==> src/rtl/main_mem_pkg.sv <==
// Shared definitions for the main-memory responder and its cache-side users.
package main_mem_pkg;

    localparam int unsigned MAIN_MEM_ADDR_W = 4;
    localparam int unsigned MAIN_MEM_DATA_W = 8;

    localparam logic [1:0] ST_IDLE = 2'd0;
    localparam logic [1:0] ST_WAIT = 2'd1;
    localparam logic [1:0] ST_RESP = 2'd2;

    localparam logic RW_READ  = 1'b0;
    localparam logic RW_WRITE = 1'b1;

    // Bits needed to hold any value 0..lat; never less than one bit.
    function automatic int unsigned cnt_width(input int unsigned lat);
        return (lat < 2) ? 1 : $clog2(lat + 1);
    endfunction

endpackage

==> src/rtl/mem_lat_counter.sv <==
// Latency down-counter: loads LATENCY-2 on request acceptance, decrements
// while waiting, and flags zero so the FSM knows when to perform the access.
module mem_lat_counter
    import main_mem_pkg::*;
#(
    parameter int unsigned LATENCY = 4
) (
    input  logic clk,
    input  logic rst_n,
    input  logic load,
    input  logic dec,
    output logic zero_c
);

    localparam int unsigned CNT_W    = cnt_width(LATENCY);
    localparam int unsigned LOAD_VAL = (LATENCY >= 2) ? (LATENCY - 2) : 0;

    logic [CNT_W-1:0] cnt_q;
    logic [CNT_W-1:0] cnt_d;

    // Next count: load wins, decrement stops at zero.
    always_comb begin
        cnt_d = cnt_q;
        if (load) begin
            cnt_d = CNT_W'(LOAD_VAL);
        end else if (dec && (cnt_q != '0)) begin
            cnt_d = cnt_q - CNT_W'(1);
        end
    end

    // Count register.
    always_ff @(posedge clk or negedge rst_n) begin
        if (!rst_n) begin
            cnt_q <= '0;
        end else begin
            cnt_q <= cnt_d;
        end
    end

    assign zero_c = (cnt_q == '0);

endmodule

==> src/rtl/main_mem_responder.sv <==
// Main-memory responder: one outstanding read/write, fixed programmable
// latency, one-cycle completion pulse. Optional access statistics are
// enabled with the MAIN_MEM_STATS_EN macro.
module main_mem_responder
    import main_mem_pkg::*;
#(
    parameter int unsigned       ADDR_W   = MAIN_MEM_ADDR_W,
    parameter int unsigned       DATA_W   = MAIN_MEM_DATA_W,
    parameter int unsigned       LATENCY  = 4,
    parameter logic [DATA_W-1:0] INIT_XOR = DATA_W'(8'hA0)
) (
    input  logic              clk,
    input  logic              rst_n,
    input  logic [ADDR_W-1:0] mem_req_addr,
    input  logic [DATA_W-1:0] mem_req_datain,
    input  logic              mem_req_rw,
    input  logic              mem_req_valid,
    output logic              mem_req_ready,
    output logic [DATA_W-1:0] mem_resp_dataout,
    output logic              mem_resp_valid
`ifdef MAIN_MEM_STATS_EN
    ,
    output logic [15:0]       rd_count,
    output logic [15:0]       wr_count
`endif
);

    localparam int unsigned DEPTH = 1 << ADDR_W;

    if (LATENCY < 1 || LATENCY > 255) begin : g_latency_check
        $error("main_mem_responder: LATENCY must be in 1..255");
    end

    logic [1:0]        state_q,   state_d;
    logic [ADDR_W-1:0] addr_q,    addr_d;
    logic [DATA_W-1:0] data_q,    data_d;
    logic              rw_q,      rw_d;
    logic [DATA_W-1:0] dataout_q, dataout_d;
    logic              ready_q,   ready_d;
    logic              rvalid_q,  rvalid_d;
    logic [DATA_W-1:0] mem_q [DEPTH];
    logic [DATA_W-1:0] mem_d [DEPTH];

    logic              cnt_load;
    logic              cnt_dec;
    logic              cnt_zero_c;
    logic              op_go;
    logic [ADDR_W-1:0] op_addr;
    logic [DATA_W-1:0] op_data;
    logic              op_rw;

    mem_lat_counter #(
        .LATENCY (LATENCY)
    ) u_lat_counter (
        .clk    (clk),
        .rst_n  (rst_n),
        .load   (cnt_load),
        .dec    (cnt_dec),
        .zero_c (cnt_zero_c)
    );

    // FSM next state, request latch, and the single storage access per request.
    always_comb begin
        state_d   = state_q;
        addr_d    = addr_q;
        data_d    = data_q;
        rw_d      = rw_q;
        dataout_d = dataout_q;
        mem_d     = mem_q;
        cnt_load  = 1'b0;
        cnt_dec   = 1'b0;
        op_go     = 1'b0;
        op_addr   = addr_q;
        op_data   = data_q;
        op_rw     = rw_q;

        case (state_q)
            ST_IDLE: begin
                if (mem_req_valid && ready_q) begin
                    addr_d = mem_req_addr;
                    data_d = mem_req_datain;
                    rw_d   = mem_req_rw;
                    if (LATENCY == 1) begin
                        // Single-cycle latency: access happens on acceptance.
                        op_go   = 1'b1;
                        op_addr = mem_req_addr;
                        op_data = mem_req_datain;
                        op_rw   = mem_req_rw;
                        state_d = ST_RESP;
                    end else begin
                        cnt_load = 1'b1;
                        state_d  = ST_WAIT;
                    end
                end
            end
            ST_WAIT: begin
                if (cnt_zero_c) begin
                    op_go   = 1'b1;
                    state_d = ST_RESP;
                end else begin
                    cnt_dec = 1'b1;
                end
            end
            ST_RESP: begin
                state_d = ST_IDLE;
            end
            default: begin
                state_d = ST_IDLE;
            end
        endcase

        // Write commits before the response pulse so a following read sees it.
        if (op_go) begin
            if (op_rw == RW_WRITE) begin
                mem_d[op_addr] = op_data;
                dataout_d      = op_data;
            end else begin
                dataout_d = mem_q[op_addr];
            end
        end

        ready_d  = (state_d == ST_IDLE);
        rvalid_d = (state_d == ST_RESP);
    end

    // Control and datapath registers; reset discards any in-flight request.
    always_ff @(posedge clk or negedge rst_n) begin
        if (!rst_n) begin
            state_q   <= ST_IDLE;
            addr_q    <= '0;
            data_q    <= '0;
            rw_q      <= RW_READ;
            dataout_q <= '0;
            ready_q   <= 1'b1;
            rvalid_q  <= 1'b0;
        end else begin
            state_q   <= state_d;
            addr_q    <= addr_d;
            data_q    <= data_d;
            rw_q      <= rw_d;
            dataout_q <= dataout_d;
            ready_q   <= ready_d;
            rvalid_q  <= rvalid_d;
        end
    end

    // Backing store; every entry resets to its index XOR the init pattern.
    always_ff @(posedge clk or negedge rst_n) begin
        if (!rst_n) begin
            for (int unsigned i = 0; i < DEPTH; i++) begin
                mem_q[i] <= DATA_W'(i) ^ INIT_XOR;
            end
        end else begin
            mem_q <= mem_d;
        end
    end

    assign mem_req_ready    = ready_q;
    assign mem_resp_dataout = dataout_q;
    assign mem_resp_valid   = rvalid_q;

`ifdef MAIN_MEM_STATS_EN
    logic [15:0] rd_count_q, rd_count_d;
    logic [15:0] wr_count_q, wr_count_d;

    // Saturating access counters, bumped on the edge that enters RESP.
    always_comb begin
        rd_count_d = rd_count_q;
        wr_count_d = wr_count_q;
        if (op_go) begin
            if (op_rw == RW_WRITE) begin
                if (wr_count_q != 16'hFFFF) begin
                    wr_count_d = wr_count_q + 16'd1;
                end
            end else begin
                if (rd_count_q != 16'hFFFF) begin
                    rd_count_d = rd_count_q + 16'd1;
                end
            end
        end
    end

    // Statistics registers.
    always_ff @(posedge clk or negedge rst_n) begin
        if (!rst_n) begin
            rd_count_q <= 16'd0;
            wr_count_q <= 16'd0;
        end else begin
            rd_count_q <= rd_count_d;
            wr_count_q <= wr_count_d;
        end
    end

    assign rd_count = rd_count_q;
    assign wr_count = wr_count_q;
`endif

endmodule

==> config.mk <==
export PLATFORM = sky130hd
export DESIGN_NAME = main_mem_responder
export DESIGN_NICKNAME = d
export VERILOG_FILES = /design/src/rtl/main_mem_pkg.sv /design/src/rtl/mem_lat_counter.sv /design/src/rtl/main_mem_responder.sv
export SDC_FILE = /design/constraint.sdc
export NUM_CORES = 1
export LEC_CHECK = 0
export ABC_AREA = 1
export BUFFER_PORTS_ARGS = -buffer_cell sky130_fd_sc_hd__clkbuf_2
export CAP_MARGIN = 20
export CORE_MARGIN = 2
export CORE_UTILIZATION = 55
export DETAILED_ROUTE_END_ITERATION = 6
export HOLD_SLACK_MARGIN = 0.03
export PLACE_DENSITY_LB_ADDON = 0.12
export SLEW_MARGIN = 20
export SYNTH_ARGS = -nofsm -noshare
export SYNTH_HDL_FRONTEND = slang
export SYNTH_SLANG_ARGS = --single-unit
==> constraint.sdc <==
create_clock -name clk -period 1.75 [get_ports clk]
set_input_delay 0 -clock clk [delete_from_list [all_inputs] [get_ports clk]]
set_output_delay 0 -clock clk [all_outputs]
set_load 0.03 [all_outputs]
* Yosys cells after proc, flatten, opt, wreduce, memory -nomap -nowiden
Index checks and enable logic that the tools add are counted.
** Word-level totals
- Bits of input ports :: 16
- Register bits :: 156
- Output and inout bits :: 10
** Cells by class
- Eq/ne operators :: 2
- Add/subtract/negate cells :: 1
- Bitwise logic cells :: 1
- Multiplexer cells :: 18
- Magnitude comparators :: 2
- Reduce and logical (&&, ||, !) cells :: 10
** Operators with widths (count)
- $bwmux W128 :: 1
- $bmux W8 S4 :: 1
- $demux W8 S4 :: 1
- $mux W8 :: 4
- $mux W1 :: 6
- $mux W3 :: 2
- $ge A5 B5 Y1 const B :: 1
- $lt A5 B1 Y1 const B :: 1
- $not A4 Y5 :: 1
- $logic_not A2 Y1 :: 2
- $mux W2 :: 2
- $pmux W2 S2 :: 1
- $reduce_and A2 Y1 :: 2
- $logic_and A1 B1 Y1 :: 3
- $logic_not A3 Y1 :: 1
- $reduce_bool A3 Y1 :: 1
- $sub A3 B1 Y3 const B :: 1
- $eq A2 B1 Y1 const B :: 1
- $eq A2 B2 Y1 const B :: 1
- $reduce_bool A2 Y1 :: 1

* Logic depth before layout (Yosys ltp)
Gate-level depths: netlist of the first run.
- Depth in word-level cells :: 6
- Gate-level depth with buffers :: 10

* Modules after synthesis
Synthesis of the first run repeated with hierarchy kept, for this count alone.
** Unflattened totals
- Cells, all modules :: 910
- Area, all modules :: 7414.6 um^2
** Modules (own cells, without submodules)
- main_mem_responder :: times used 1, cells each 886, sequential area each 3910.0 um^2, area each 7233.2 um^2
- mem_lat_counter :: times used 1, cells each 24, sequential area each 75.1 um^2, area each 181.4 um^2

* Least setup slack after synthesis of the first run
OpenSTA, ideal clock, no wires.
- Path type :: register to register
- From :: register u_lat_counter.cnt_q[0]
- To :: register mem_q[94] in the netlist's numbering
- Path slack :: 41 ps
- Arrival :: 1582 ps
- Cell stages (with the launch flop) :: 11
- Setup time :: 126 ps
- Clock period less this slack :: 1709 ps
- Cell sequence :: dfrtp_1 > inv_1 > ha_1 > nand2_1 > nor2_2 > nand2_2 > nor3_4 > nand3_1 > buf_4 > nand2_1 > o21ai_2
** On the way
- Cells in the longest elaborated chain, start to end :: 4
** Ends and longest elaborated chain
- start: declaration :: line mem_lat_counter.sv:18 : logic [CNT_W-1:0] cnt_q;
- start signal: assignment :: line mem_lat_counter.sv:36 : cnt_q <= cnt_d;
- $logic_not A3 Y1 :: line mem_lat_counter.sv:40 : assign zero_c = (cnt_q == '0);
- $mux W1 :: line main_mem_responder.sv:97 : if (cnt_zero_c) begin
- $mux W1 :: line main_mem_responder.sv:77 : case (state_q)
- $reduce_and A2 Y1 (no line)
- end signal: indexed assignment :: line main_mem_responder.sv:151 : mem_q[i] <= DATA_W'(i) ^ INIT_XOR;
- end signal: assignment :: line main_mem_responder.sv:154 : mem_q <= mem_d;
- end: declaration :: line main_mem_responder.sv:41 : logic [DATA_W-1:0] mem_q [DEPTH];
No other way between the ends.
A chain may end at the register's enable or synchronous reset.

* Final worst setup path of the first run
- From :: register u_lat_counter.cnt_q[1]
- To :: register mem_q[91] in the netlist's numbering
The elaborated chain is that of the path after synthesis.

==> results of run 1 <==
[critical path, stage by stage, from the launching register on]
cell and delay, ns:
dfrtp_1 0.38, inv_2 0.09, ha_4 0.15, nand2_4 0.06, nor2_4 0.15, nand2_4 0.11, nor3_4 0.30, buf_6 0.15
nand3_4 0.10, buf_12 0.17, nand2_2 0.06, o21ai_2 0.05
[power groups by stage]
stage	Sequential [mW]	Combinational [mW]	Clock, mW
floorplan	5.84	3.08	0
global placement	5.80	5.05	0
detailed placement	5.84	5.16	0
CTS	5.80	5.24	3.75
global route	6.10	6.49	3.92
finish	5.96	5.91	3.71
[routing by layer]
metal | GRT usage [%] | up-vias | wire [um]
li1 | - | 3045 | -
met1 | 37.4 | 3104 | 8350
met2 | 46.2 | 190 | 9950
met3 | 6.08 | 47 | 986
met4 | 10.2 | 0 | 533
met5 | 0 | - | 0
[worst max-delay path by stage]
stage / from / cells past startpoint / slack (ns) / to
6_report: u_lat_counter.cnt_q[1] / 11 / -0.12 / mem_q[91]
5_1_grt: u_lat_counter.cnt_q[1] / 11 / -0.18 / mem_q[91]
4_1_cts: u_lat_counter.cnt_q[0] / 10 / 0.02 / mem_q[92]
3_5_place_dp: u_lat_counter.cnt_q[1] / 10 / 0.02 / mem_q[84]
3_3_place_gp: u_lat_counter.cnt_q[0] / 10 / 0.05 / mem_q[88]
2_1_floorplan: u_lat_counter.cnt_q[0] / 10 / 0.04 / mem_q[94]
[synth_stat cells]
library cell	count
nand2_1	485
o21ai_0	134
dfrtp_1	91
dfstp_2	65
buf_2	22
clkbuf_1	21
inv_1	20
nand3_1	19
o21ai_2	15
o21bai_1	8
nor2_1	7
inv_2	4
buf_1	3
a21oi_1	2
ha_1	2
nand4_2	2
nor3_4	2
o21ai_1	2
buf_4	1
buf_6	1
clkinv_1	1
nand2_2	1
nand4_1	1
nor2_2	1
[logic make-up (layout without fill, tap and decap cells)]
family | count (synthesis) | count (layout) | share of synthesized area, %
simple gates | 518 | 518 | 27.9
fa+ha+maj | 2 | 2 | 0.346
compound gates | 161 | 161 | 12.2
flops | 156 | 156 | 55.2
buf+inv | 73 | 158 | 4.33
[final cells by class]
cell class | count | area (um^2) | area share [%]
Sequential cell | 156 | 3990 | 43.2
Multi-Input combinational cell | 681 | 3290 | 35.6
Timing Repair Buffer | 100 | 1030 | 11.2
Clock buffer | 19 | 453 | 4.91
Tap cell | 172 | 215 | 2.33
Clock inverter | 13 | 141 | 1.53
Inverter | 25 | 97.6 | 1.06
Timing Repair inverter | 1 | 7.51 | 0.0814
[registers in the layout, indices dropped and copies added, names as in the netlist]
signal	flops
addr_q	4
mem_req_ready	1
mem_resp_valid	1
mem_resp_dataout	8
mem_q	128
state_q	2
op_rw	1
u_lat_counter.cnt_q	3
data_q	8
[timing repair]
item	CTS	global route
pin swaps	0	9
setup buffers	0	8
endpoints found under the hold margin	132	0
cloned	0	6
resized for setup	2	153
setup endpoints to repair	19	129
hold buffers	15	0
==> metrics.csv, run 1 <==
metric,value,unit
finalSetupTns,-2.02,ns
swShare,40.0,%
timing.rr.end,mem_q[91],
syn-mean-instance-area,7.94,um^2
power_density,1690,mW/mm^2
critical_path_required,2.07,ns
worst_hold_slack,0.0906,ns
synth_cell_types,24,
avgViaCountPerCell,5.47,
grt_pass1_vias,6111,
grt_usage,28.3,%
power.switching,6.24,mW
slew_violations,0,
io_buffers,25,
final_util,72.5,%
die_w,119,um
grt_max_degree,56,
r2r_cells,11,
cts_made_buffers,17,
drt_iter0_drc,687,
tightestPinTransition,0.598,ns
final_area,0.00922,mm^2
dpl.cell_count,1107,
r2r_setup_slack,-0.12,ns
fin_skew,0.0111,ns
antenna_found_initial,0,
p_leak,4.38,nW
status,finished with violations,
yosysSeqAreaShare,55.2,%
p_int,9.35,mW
critPathMaxFanout,8,
synthTopCellsByArea,"dfrtp_1 (32%), nand2_1 (25%), dfstp_2 (24%)",
syn_area,0.00722,mm^2
clock_sinks,156,
fin_cells,1167,
finalSetupViolCount,32,
crit_path_start_kind,flip-flop,
maxSlewHeadroom,59.9,%
pre_cts_ws,0.0209,ns
rows,41,
grt_overflow_total,0,
dp_hpwl,12300,um
diodes,0,
wl_per_cell,17.0,um
core_area,0.0127,mm^2
crit_path_end_kind,flip-flop,
clockRootBuffer,clkbuf_16,
synth_top_area_cell,dfrtp_1,
cts_max_path_buffers,2,
layout_commonest_cell,nand2_1,
mostFrequentLayoutCells,"nand2_1 (442), o21ai_0 (93), dfrtp_1 (89)",
die_h,119,um
start_util,56.8,%
irDropWorstVdd,0.768,mV
fillers,963,
clock.fmax,535,MHz
critical_path_class,flip-flop to flip-flop,
cts_tree,built,
cts_max_level,4,
drt-pass1-iter-count,5,
syn_to_final_growth,27.7,%
nets,1000,
clockPowerShare,23.8,%
syn_nets,928,
combinationalPowerShare,37.9,%
clkTransAtPathRegs,0.06,ns
setup_ws,-0.120,ns
ios,26,
final_antenna_net_count,0,
violations,negative setup slack,
max_cap_violations,0,
hold_class,primary input to async pin,
grt_pass1_wl,31100,um
routed_wl,19800,um
period_needed,1.87,ns
drive_gt1_share,28.3,%
ys_warn_count,0,
rr_startpoint,u_lat_counter.cnt_q[1],
placed_cell_area,0.00789,mm^2
seqPwrFrac,38.3,%
grt_setup_unrepaired,yes,
syn_inst,910,
finalHoldViolations,0,
ys_ff_latch,156,
via_count,6386,
power,15.6,mW
clock_latency,0.43,ns
globalplace.congestion,0.894,
drc,0,
synth_top_cell_area_share,31.5,%
cp.arrival,2.19,ns
dieArea,0.0141,mm^2
period_share,107,%
Power figures use the tool's default switching activity.
==> inputs of run 2 (changes only) <==
--- a/config.mk
+++ b/config.mk
@@ -16,4 +16,5 @@
 export SLEW_MARGIN = 20
 export SYNTH_ARGS = -nofsm -noshare
 export SYNTH_HDL_FRONTEND = slang
+export SYNTH_HIERARCHICAL = 1
 export SYNTH_SLANG_ARGS = --single-unit
==> metrics.csv, run 2 <==
metric,value,unit
clock_sinks,156,
cp_cell_sequence,inv_2 -> ha_4 -> ha_4 -> nand2_4 -> clkinv_4 -> nand2_8 -> nor3_4 -> buf_12 -> nand2_8 -> nand2_1 -> o21ai_2,
cts_tree,built,
core_area,0.0132,mm^2
crit_path_end_kind,flip-flop,
wl_per_cell,17.5,um
rr_startpoint,u_lat_counter/cnt_q[0],
synth-xor-area-share,0,%
start_util,56.2,%
startpoint,u_lat_counter/cnt_q[0],
dieArea,0.0144,mm^2
synth_top_area_cell,dfrtp_1,
dpl.cell_count,1092,
fin_cells,1153,
maxSlewHeadroom,67.0,%
grt_overflow_total,0,
critPathMaxFanout,8,
crit_family,simple AND/OR/NAND/NOR gates,
grt_max_degree,60,
yosysSeqAreaShare,53.7,%
clock.fmax,562,MHz
mostFrequentLayoutCells,"nand2_1 (401), dfrtp_1 (90), o21ai_0 (81)",
met3_usage,6.51,%
met1_usage,38.1,%
irDropWorstVdd,1.10,mV
antenna_found_initial,0,
grt_pass1_vias,6350,
ys_top_cells_by_count,"nand2_1 (433), o21ai_0 (120), dfrtp_1 (91)",
critical-path-max-stage-delay,0.40,ns
syn_area,0.00741,mm^2
drc,0,
hold_class,primary input to flip-flop,
ios,26,
rows,42,
clkTransAtPathRegs,0.06,ns
clockRootBuffer,clkbuf_16,
synth_simple_gate_area_share,28.5,%
clock_latency,0.43,ns
dp_hpwl,12300,um
synth_edf_count,0,
layout_commonest_cell,nand2_1,
syn_nets,928,
die_w,120,um
diodes,0,
nets,982,
syn-mean-instance-area,8.15,um^2
ys_ff_latch,156,
cts_max_path_buffers,2,
violations,negative setup slack,
drt_iter0_drc,637,
via_count,6449,
final_util,69.6,%
period_needed,1.78,ns
grt_use_met2,46.8,%
cp.arrival,2.08,ns
final_antenna_net_count,0,
syn_inst,910,
power_density,1730,mW/mm^2
io_buffers,25,
max_cap_violations,0,
finalHoldViolations,0,
critical_path_class,flip-flop to flip-flop,
top_register,mem_q,
largest_reg_flops,128,
synth_cell_types,25,
hold_path_depth,5,
tightestPinTransition,0.495,ns
fin_skew,0.0121,ns
ys_warn_count,6,
r2r_cells,11,
period_share,102,%
slew_violations,0,
synthTopCellsByArea,"dfrtp_1 (31%), dfstp_2 (23%), nand2_1 (22%)",
drive_gt1_share,28.0,%
synth_compound_area_share,12.5,%
avgViaCountPerCell,5.59,
ys.flop_type,dfrtp_1,
p_leak,4.40,nW
syn_to_final_growth,23.8,%
cts_max_level,4,
synth-adder-area-share,0.337,%
async_reset_ff_share,100,%
die_h,120,um
synth.most_common_cell,nand2_1,
routed_wl,20200,um
grt.busiest_layer,met2,
critical_path_required,2.05,ns
hold_start,mem_req_valid,
grt_setup_unrepaired,yes,
crit_buf_inv,3,
cts_made_buffers,17,
crit_path_start_kind,flip-flop,
globalplace.congestion,0.866,
synth_top_family_by_area,simple AND/OR/NAND/NOR gates,
finalSetupViolCount,13,
status,finished with violations,
synthMuxAreaShare,0,%
critical_path_depth,11,
grt_pass1_wl,32100,um
grt_usage,28.9,%
setup_ws,-0.0301,ns
drt-pass1-iter-count,5,
crit_slowest_cell,dfrtp_1,
synth_top_cell_area_share,30.7,%
run 2: changes by cell type after synthesis, sizes merged:
cell	previous run	this run
buf	27	35
nand4	3	0
inv	24	25
clkinv	1	2
clkbuf	21	19
a21oi	2	0
nor3	2	5
nand3	19	45
nor2	8	6
o21ai	151	156
nand2	486	451
run 2: final cells by class:
cell class / count / area, um^2
fillers: 1043 / 4010
flip-flops and latches: 156 / 3990
multi-input cells: 679 / 3480
repair buffers: 83 / 762
clock buffers: 18 / 429
well taps: 176 / 220
clock inverters: 14 / 193
inverters: 27 / 114
run 2: kinds of logic after synthesis:
logic type	count (synthesis)
flip-flops	156
AO/OA/AOI/OAI	164
adder cells (fa/ha/maj)	2
buffers and inverters	81
AND/OR/NAND/NOR	507
run 2: worst min-delay path, stage by stage:
cell      delay (ns)
clkbuf_2        0.08
nand2_1         0.08
nor3_2          0.05
buf_4           0.15
nor2_1          0.08
run 2: worst paths after layout:
kind	endpoint	slack [ns]
min	mem_req_ready	0.05
max reg2reg	mem_q[123]	-0.03
min in group asynchronous	mem_q[110]	0.10
max	mem_q[123]	-0.03
max in group asynchronous	mem_req_ready	0.92
min reg2reg	mem_q[69]	0.47
run 2: power by group:
part / internal [mW] / switching (mW)
registers: 5.08 / 0.767
logic: 2.05 / 4.13
clock network: 2.39 / 1.50
total: 9.52 / 6.40
run 2: per-stage QoR:
step	hold WS, ns	TNS (ns)	setup slack [ns]	cell area, um^2	power [mW]
3_5_place_dp	-0.0185	-2.74	-0.0849	7930	11.3
2_1_floorplan	-0.296	-3.73	-0.167	7500	9.14
5_1_grt	0.0947	-3.27	-0.0960	9180	16.8
3_3_place_gp	-0.0268	-0.183	-0.0294	7930	11.1
6_report	0.0549	-0.158	-0.0301	9180	15.9
4_1_cts	0.0453	-1.01	-0.0637	8770	15.3
run 2: what timing repair did:
action,in CTS,in global routing
endpoints found under the setup margin,122,132
pin swaps,1,10
cloned,1,5
buffers inserted,0,9
gates resized for setup,26,98
hold buffers,14,0
endpoints found under the hold margin,128,0
run 2: per-layer routing:
| metal | vias up | routed length [um] | part of all wire (%) |
|---|---|---|---|
| met5 | - | 0 | 0 |
| met4 | 0 | 497 | 2.5 |
| met3 | 43 | 1170 | 5.8 |
| met2 | 204 | 10100 | 50 |
| met1 | 3173 | 8440 | 42 |
| li1 | 3029 | - | - |
